$ cat src/rtl/instr_fetch.sv
// instr_fetch: program-memory fetch FSM that latches one instruction word and presents its fields to control.
module instr_fetch (
    input  logic        clk,
    input  logic        rst,
    input  logic        start,
    output logic        mem_req,
    output logic [15:0] mem_addr,
    input  logic        mem_ack,
    input  logic [15:0] mem_data,
    output logic        dec_valid,
    input  logic        dec_ready,
    output logic [4:0]  opp,
    output logic [2:0]  R1,
    output logic [2:0]  R2,
    output logic [2:0]  QR,
    output logic [1:0]  RES,
    output logic [15:0] pc,
    input  logic        br_valid,
    input  logic [15:0] br_target,
    output logic        halted
);
    typedef enum logic [1:0] {IDLE, FETCH, ISSUE, HALTED} state_t;
    state_t state, state_nx;
    logic [15:0] ir, ir_nx, pc_nx;
    logic is_hlt, is_rst;
    assign is_hlt = ir[15:11] == 5'd16;
    assign is_rst = ir[15:11] == 5'd17;
    always_ff @(posedge clk or posedge rst) begin
        if (rst) begin
            state <= IDLE;
            pc    <= '0;
            ir    <= '0;
        end else begin
            state <= state_nx;
            pc    <= pc_nx;
            ir    <= ir_nx;
        end
    end
    // a taken jump outranks both a captured word and a pending handshake
    always_comb begin
        state_nx = state;
        pc_nx    = pc;
        ir_nx    = ir;
        case (state)
            IDLE:  if (start) state_nx = FETCH;
            FETCH: begin
                if (br_valid) pc_nx = br_target;
                else if (mem_ack) begin
                    state_nx = ISSUE;
                    ir_nx    = mem_data;
                end
            end
            ISSUE: begin
                if (br_valid) begin
                    state_nx = FETCH;
                    pc_nx    = br_target;
                end else if (is_hlt) state_nx = HALTED;
                else if (is_rst) begin
                    state_nx = FETCH;
                    pc_nx    = '0;
                end else if (dec_ready) begin
                    state_nx = FETCH;
                    pc_nx    = pc + 16'd1;
                end
            end
            default: ;
        endcase
    end
    // HLT and RST words are consumed internally and never shown to control
    always_comb begin
        mem_req   = state == FETCH;
        dec_valid = state == ISSUE && !is_hlt && !is_rst;
        halted    = state == HALTED;
        mem_addr  = pc;
        opp       = ir[15:11];
        R1        = ir[10:8];
        R2        = ir[7:5];
        QR        = ir[4:2];
        RES       = ir[1:0];
    end
endmodule
$ cat config.mk
export PLATFORM = sky130hd
export DESIGN_NAME = instr_fetch
export DESIGN_NICKNAME = d
export VERILOG_FILES = /design/src/rtl/instr_fetch.sv
export SDC_FILE = /design/constraint.sdc
export NUM_CORES = 1
export LEC_CHECK = 0
export BUFFER_PORTS_ARGS = -buffer_cell sky130_fd_sc_hd__buf_2
export CAP_MARGIN = 20
export CORE_MARGIN = 3
export CORE_UTILIZATION = 35
export CTS_CLUSTER_DIAMETER = 200
export CTS_CLUSTER_SIZE = 30
export DETAILED_ROUTE_END_ITERATION = 6
export PLACE_DENSITY_LB_ADDON = 0.3
export SLEW_MARGIN = 30
export SYNTH_ARGS = -nofsm -noshare
export SYNTH_HDL_FRONTEND = slang
export SYNTH_SLANG_ARGS = --single-unit
$ cat constraint.sdc
create_clock -name clk -period 2.85 [get_ports clk]
set_clock_uncertainty 0.05 [all_clocks]
set_input_delay 0.285 -clock clk [delete_from_list [all_inputs] [get_ports clk]]
set_output_delay 0.285 -clock clk [all_outputs]
set_load 0.02 [all_outputs]
==> impl_metrics.csv, run 1 <==
group,metric,value,unit
status,status,"complete, no violations",
worst_setup_path,slowest_delay,0.57,ns
finish,final_area,2540,um2
worst_setup_path,required,2.97,ns
synthesis,async_reset_ff_frac,1.00,
placement,place_area,2450,um2
clock_tree,cts.sinks,34,
drt,drtAntennaViolNets,0,
power_and_ir_drop,irDropWorstVdd,0.000639,V
placement,dp_slack,0.778,ns
finish,final_layout_size_suffix_gt1_frac,0.447,
worst_hold_path,hold_class,"input port to asynchronous set/reset pin",
finish,area_delta_synth_final,21.4,%
synthesis,synth.ff_latch_count,34,
floorplan,coreArea,5640,um2
drt,routed_wl,5030,um
finish,regArea,851,um2
synthesis,synthTopCellsByArea,"dfrtp_1 (41%), mux2_2 (8.6%), buf_4 (6.5%), a211oi_1 (4.7%), inv_1 (3.2%)",
synthesis,netlist_area,2090,um2
power_and_ir_drop,p_leak,1.25,nW
timing,fin_crit,2.04,ns
clock_tree,post_cts_buffers,0,
finish,fin_nets,317,
synthesis,synth.distinct_cells,41,
global_route,grt_pass1_wl,8360,um
placement,place_congestion,0.772,
synthesis,yosysSeqAreaShare,0.406,
worst_setup_path,cp-start-kind,"flop",
worst_setup_path,cp_max_fo,16,
global_route,grt_antenna_before_repair,0,
synthesis,synth_warnings,0,
finish,n_antenna_cell,0,
run,drv_cap,0,
worst_setup_path,slowest_stage,"nand3b_1",
power_and_ir_drop,p_per_area,1140,nW/um2
worst_setup_path,critPathKind,"flop to flop",
synthesis,post_synth.cell_area_avg,10.2,um2
finish,final_core_util,0.451,
floorplan,die_area,6950,um2
drt,vias,1747,
synthesis,synth_fp_nets,248,
clock_tree,ctsHtreeMaxLevel,2,
timing,period_share,0.716,
finish,multi_input_area,985,um2
synthesis,synth_ff_type,"dfrtp_1",
placement,port_buffers,88,
floorplan,die_h,83.4,um
finish,instances_no_fill,347,
timing,timing.fmax,490,MHz
worst_setup_path,crit_chain,"inv_1 -> ha_1 -> nand3b_1 -> mux2_2",
clock_tree,clkTransAtPathRegs,0.07,ns
floorplan,num_rows,27,
timing,hold_violations,0,
timing,setup_viol,0,
floorplan,dieWidth,83.4,um
drt,first_pass_iters,4,
drt,drc,0,
timing,setup_tns,0,ns
global_route,grt_max_degree,19,
placement,dp_hpwl,3710,um
timing,holdWs,0.0450,ns
global_route,grt_use_total,0.144,
drt,drt_iter0_drc,135,
floorplan,start_util,0.371,
clock_tree,cts_tree,"yes",
clock_tree,ctsHoldBuffers,0,
synthesis,synth_edf_count,0,
drt,via_per_inst,5.03,
power_and_ir_drop,finalPower,2.89,mW
clock_tree,cts_resized,0,
clock_tree,ctsRootBufferMaster,"clkbuf_8",
synthesis,yosysTopAreaCellShare,0.406,
drt,wire_per_inst,14.5,um
finish,final.fill_count,556,
timing,relSlewSlack,0.455,
clock_tree,numCtsBuffers,5,
clock_tree,clk_latency,0.28,ns
timing,rsz0062_at_grt,"false",
synthesis,netlist_instances,205,
synthesis,yosysTopAreaCell,"dfrtp_1",
global_route,overflow,0,
clock_tree,cts_max_path_buffers,2,
global_route,grt_pass1_vias,1754,
timing,worst_slack,0.808,ns
timing,max_slew.worst_pin.slew,0.818,ns
timing,final-max-slew-violation-count,0,
worst_setup_path,critPathArrivalTime,2.16,ns
worst_setup_path,end_kind,"flop",
floorplan,ios,89,
placement,dpl.cell_count,339,
## cells in the mapped netlist, drive strengths merged (3+ instances only)
master    n
clkbuf    5
and3      4
a211oi   13
o22ai    10
o31a      6
o21ai     6
o2bb2ai   3
buf      23
inv      18
nand4     5
nor2      4
dfrtp    34
o31ai     4
nand3     7
and4      3
ha        5
nand2    15
mux2     18
nand2b    3
## registers in the layout, summed over array words and instances (netlist names)
register / count
ir: 16
mem_addr: 16
state: 2
## layout by cell type, fill, tap and decap left out, types with 2 or more instances in the layout
| cell type | synthesis | layout |
|---|---|---|
| o22ai_2 | 2 | 2 |
| mux2_2 | 16 | 16 |
| o31a_1 | 6 | 6 |
| buf_2 | 3 | 88 |
| inv_1 | 18 | 18 |
| o31ai_1 | 4 | 4 |
| nand2_1 | 15 | 15 |
| o22ai_1 | 8 | 8 |
| nand4_1 | 5 | 5 |
| ha_1 | 5 | 5 |
| o2bb2ai_1 | 3 | 3 |
| nor2_1 | 3 | 3 |
| a32oi_1 | 2 | 2 |
| dfrtp_1 | 34 | 34 |
| a211oi_1 | 13 | 13 |
| o21ai_0 | 6 | 6 |
| and4_1 | 3 | 3 |
| a22oi_1 | 2 | 2 |
| and3_1 | 4 | 4 |
| mux2_4 | 2 | 2 |
| buf_4 | 18 | 2 |
| nand2b_1 | 3 | 3 |
| clkbuf_8 | 0 | 6 |
| nand3_1 | 7 | 7 |
## cell type report
cell class | instances | area share
flip-flops and latches | 34 | 0.334
inverters | 18 | 0.0266
clock inverters | 2 | 0.00492
well taps | 72 | 0.0354
clock buffers | 6 | 0.0325
repair buffers | 90 | 0.179
multi-input cells | 125 | 0.387
## cell families after synthesis
kind of cell,after synthesis,share of synthesized area
simple gates,47,0.132
fa+ha+maj,5,0.0299
flops,34,0.406
mux,20,0.116
compound gates,53,0.192
buf+inv,46,0.124
## report_power, final
part	total (mW)	leakage, nW	switching (mW)	internal [mW]
combinational	1.53	0.793	0.937	0.592
clock	0.375	0.0472	0.181	0.194
sequential	0.985	0.409	0.262	0.723
total	2.89	1.25	1.38	1.51
## path summary, 6_finish.rpt
path                         startpoint           end  slack, ns  depth (start not counted)
min in group clk           mem_data[10]        ir[10]       0.18                          2
max in group asynchronous           rst      state[0]       2.01                          3
max reg2reg                    state[1]        ir[11]       0.81                          4
min                                 rst  mem_addr[14]       0.05                          2
min reg2reg                       ir[7]         ir[7]       0.46                          1
max                            state[1]        ir[11]       0.81                          4
## layer usage
layer	up-vias	global-route usage	part of all wire
met3	2	0.0496	0.087
met5	-	0	0
li1	869	-	-
met2	69	0.233	0.48
met4	0	0.0267	0.0020
met1	807	0.188	0.43
## critical path: cells and delay by family, from the launching register on
kind | cells | cell delay [ns]
muxes | 1 | 0.49
and+or+nand+nor | 1 | 0.57
buffers and inverters | 1 | 0.10
DFF | 1 | 0.40
adders and majority gates | 1 | 0.32
Note: power is estimated with default switching activity, not from simulation.
==> inputs of run 2 (changes only) <==
==> constraint.sdc (replaced) <==
create_clock -name clk -period 1.8 [get_ports clk]
set_clock_uncertainty 0.05 [all_clocks]
set_input_delay 0.18 -clock clk [delete_from_list [all_inputs] [get_ports clk]]
set_output_delay 0.18 -clock clk [all_outputs]
set_load 0.02 [all_outputs]
==> run 2 against run 1 <==
Compared with the run above:
- the run now ends with negative setup slack left
- worst setup slack worse by 0.82 ns
- global-route usage rose by 1.9 points
- die area did not move
- final area is 14% higher
- first-iteration DRC count decreased by 7.4%
- clock-buffer cell count decreased by 1
- wire length grew 17%
- final cell count up 7.2%
- critical path depth is 1 higher
- sequential cell count unchanged
- sequential power increased by 54%
- largest cell class unchanged
==> impl_metrics.csv, run 2 (synthesis gave the netlist of run 1 again) <==
group,metric,value,unit
status,status,"finished, violations left",
status,failed_checks,"negative setup slack",
placement,dp_slack,-0.116,ns
finish,area_delta_synth_final,38.2,%
floorplan,coreArea,5640,um2
drt,drt_iter0_drc,125,
worst_hold_path,hold_class,"input port to flop",
worst_setup_path,critPathArrivalTime,1.98,ns
floorplan,die_area,6950,um2
timing,rsz0062_at_grt,"true",
timing,period_share,1.01,
global_route,grt_max_degree,35,
finish,final_layout_size_suffix_gt1_frac,0.540,
finish,n_antenna_cell,0,
worst_setup_path,cp-start-kind,"flop",
drt,vias,1950,
clock_tree,cts_tree,"yes",
power_and_ir_drop,power_frac_clock,0.135,
worst_setup_path,required,1.96,ns
finish,final_area,2890,um2
finish,fin_nets,342,
placement,dp_hpwl,4010,um
power_and_ir_drop,p_int,2.83,mW
floorplan,dieWidth,83.4,um
floorplan,start_util,0.371,
global_route,grt_pass1_wl,9290,um
floorplan,num_rows,27,
drt,drc,0,
power_and_ir_drop,irDropWorstVdd,0.000884,V
power_and_ir_drop,p_per_area,1800,nW/um2
power_and_ir_drop,p_leak,1.42,nW
clock_tree,cts_max_path_buffers,2,
clock_tree,numCtsBuffers,5,
power_and_ir_drop,switchingPower,2.39,mW
power_and_ir_drop,switching_share,0.458,
global_route,grt_use_total,0.163,
power_and_ir_drop,seq_power_share,0.292,
worst_setup_path,cp_max_fo,6,
timing,setup_viol,3,
run,drv_cap,0,
drt,wire_per_inst,15.8,um
timing,max_slew.worst_pin.slew,0.557,ns
power_and_ir_drop,pwr-share-comb,0.573,
clock_tree,clkTransAtPathRegs,0.08,ns
finish,layout_commonest_cell,"buf_2",
global_route,grt_pass1_vias,1897,
placement,place_congestion,0.805,
placement,place_area,2610,um2
global_route,grt_antenna_before_repair,0,
worst_setup_path,critPathKind,"flop to flop",
global_route,overflow,0,
timing,worst_slack,-0.0127,ns
finish,layout_common_cells,"buf_2 (87), dfrtp_1 (32), inv_1 (18), buf_4 (18), mux2_2 (16)",
placement,port_buffers,88,
clock_tree,cts.sinks,34,
timing,hold_violations,0,
timing,holdWs,0.0640,ns
timing,final-max-slew-violation-count,0,
drt,via_per_inst,5.24,
drt,routed_wl,5890,um
timing,fin_crit,1.81,ns
worst_setup_path,end_kind,"flop",
timing,relSlewSlack,0.628,
floorplan,ios,89,
drt,drtAntennaViolNets,0,
clock_tree,ctsHtreeMaxLevel,2,
clock_tree,clk_latency,0.29,ns
power_and_ir_drop,finalPower,5.21,mW
drt,first_pass_iters,4,
floorplan,die_h,83.4,um
timing,timing.fmax,552,MHz
timing,setup_tns,-0.0239,ns
clock_tree,ctsRootBufferMaster,"clkbuf_8",
==> run 2: layer usage <==
layer  up-vias  global-route usage  part of all wire
li1        921                   -                 -
met1       923               0.207              0.43
met4         0              0.0669             0.026
met5         -                   0                 0
met3        17              0.0466             0.080
met2        89               0.261              0.46
==> run 2: per-stage QoR <==
step / cells / utilization
after floorplan: 205 / -
after global placement: 355 / 0.462
after detailed placement: 355 / 0.462
after CTS: 370 / 0.498
after global routing: 372 / 0.513
final: 372 / 0.513
==> run 2: path summary, 6_finish.rpt <==
| path | from | endpoint | slack [ns] | cells after the start |
|---|---|---|---|---|
| worst max register to register | ir[14] | mem_addr[12] | -0.01 | 5 |
| min in group asynchronous | rst | ir[15] | 0.49 | 4 |
| worst min register to register | ir[7] | ir[7] | 0.45 | 1 |
| worst min-delay path | mem_data[0] | ir[0] | 0.06 | 2 |
| max in group asynchronous | rst | ir[13] | 0.87 | 4 |
| worst max-delay path | ir[14] | mem_addr[12] | -0.01 | 5 |
==> run 2: critical path, cell delays in order (launching register included) <==
cell,delay (ns)
dfrtp_2,0.43
nor4b_4,0.28
buf_6,0.17
mux2_4,0.35
or2_4,0.29
o22ai_1,0.17
==> run 2: power groups by stage <==
stage	clock network, mW	logic (mW)	registers, mW
after floorplan	0	1.53	1.95
after global routing	0.746	3.19	1.60
after CTS	0.713	2.88	1.52
final	0.703	2.99	1.52
after global placement	0	2.73	1.51
after detailed placement	0	2.76	1.52
==> run 2: area by class of cell <==
cell class | instances | area [um2]
Sequential cell | 34 | 853
Tap cell | 72 | 90.1
Clock buffer | 5 | 68.8
Timing Repair Buffer | 112 | 666
Clock inverter | 3 | 40.0
Fill cell | 526 | 2750
Multi-Input combinational cell | 128 | 1110
Inverter | 18 | 67.6
==> run 2: repair_timing <==
| action | in CTS | in global routing |
|---|---|---|
| cloned | 3 | 0 |
| pin swaps | 1 | 2 |
| resized for setup | 10 | 13 |
| setup endpoints to repair | 19 | 19 |
| setup buffers | 3 | 2 |
| hold endpoints to repair | 34 | 0 |
| hold buffers | 1 | 0 |
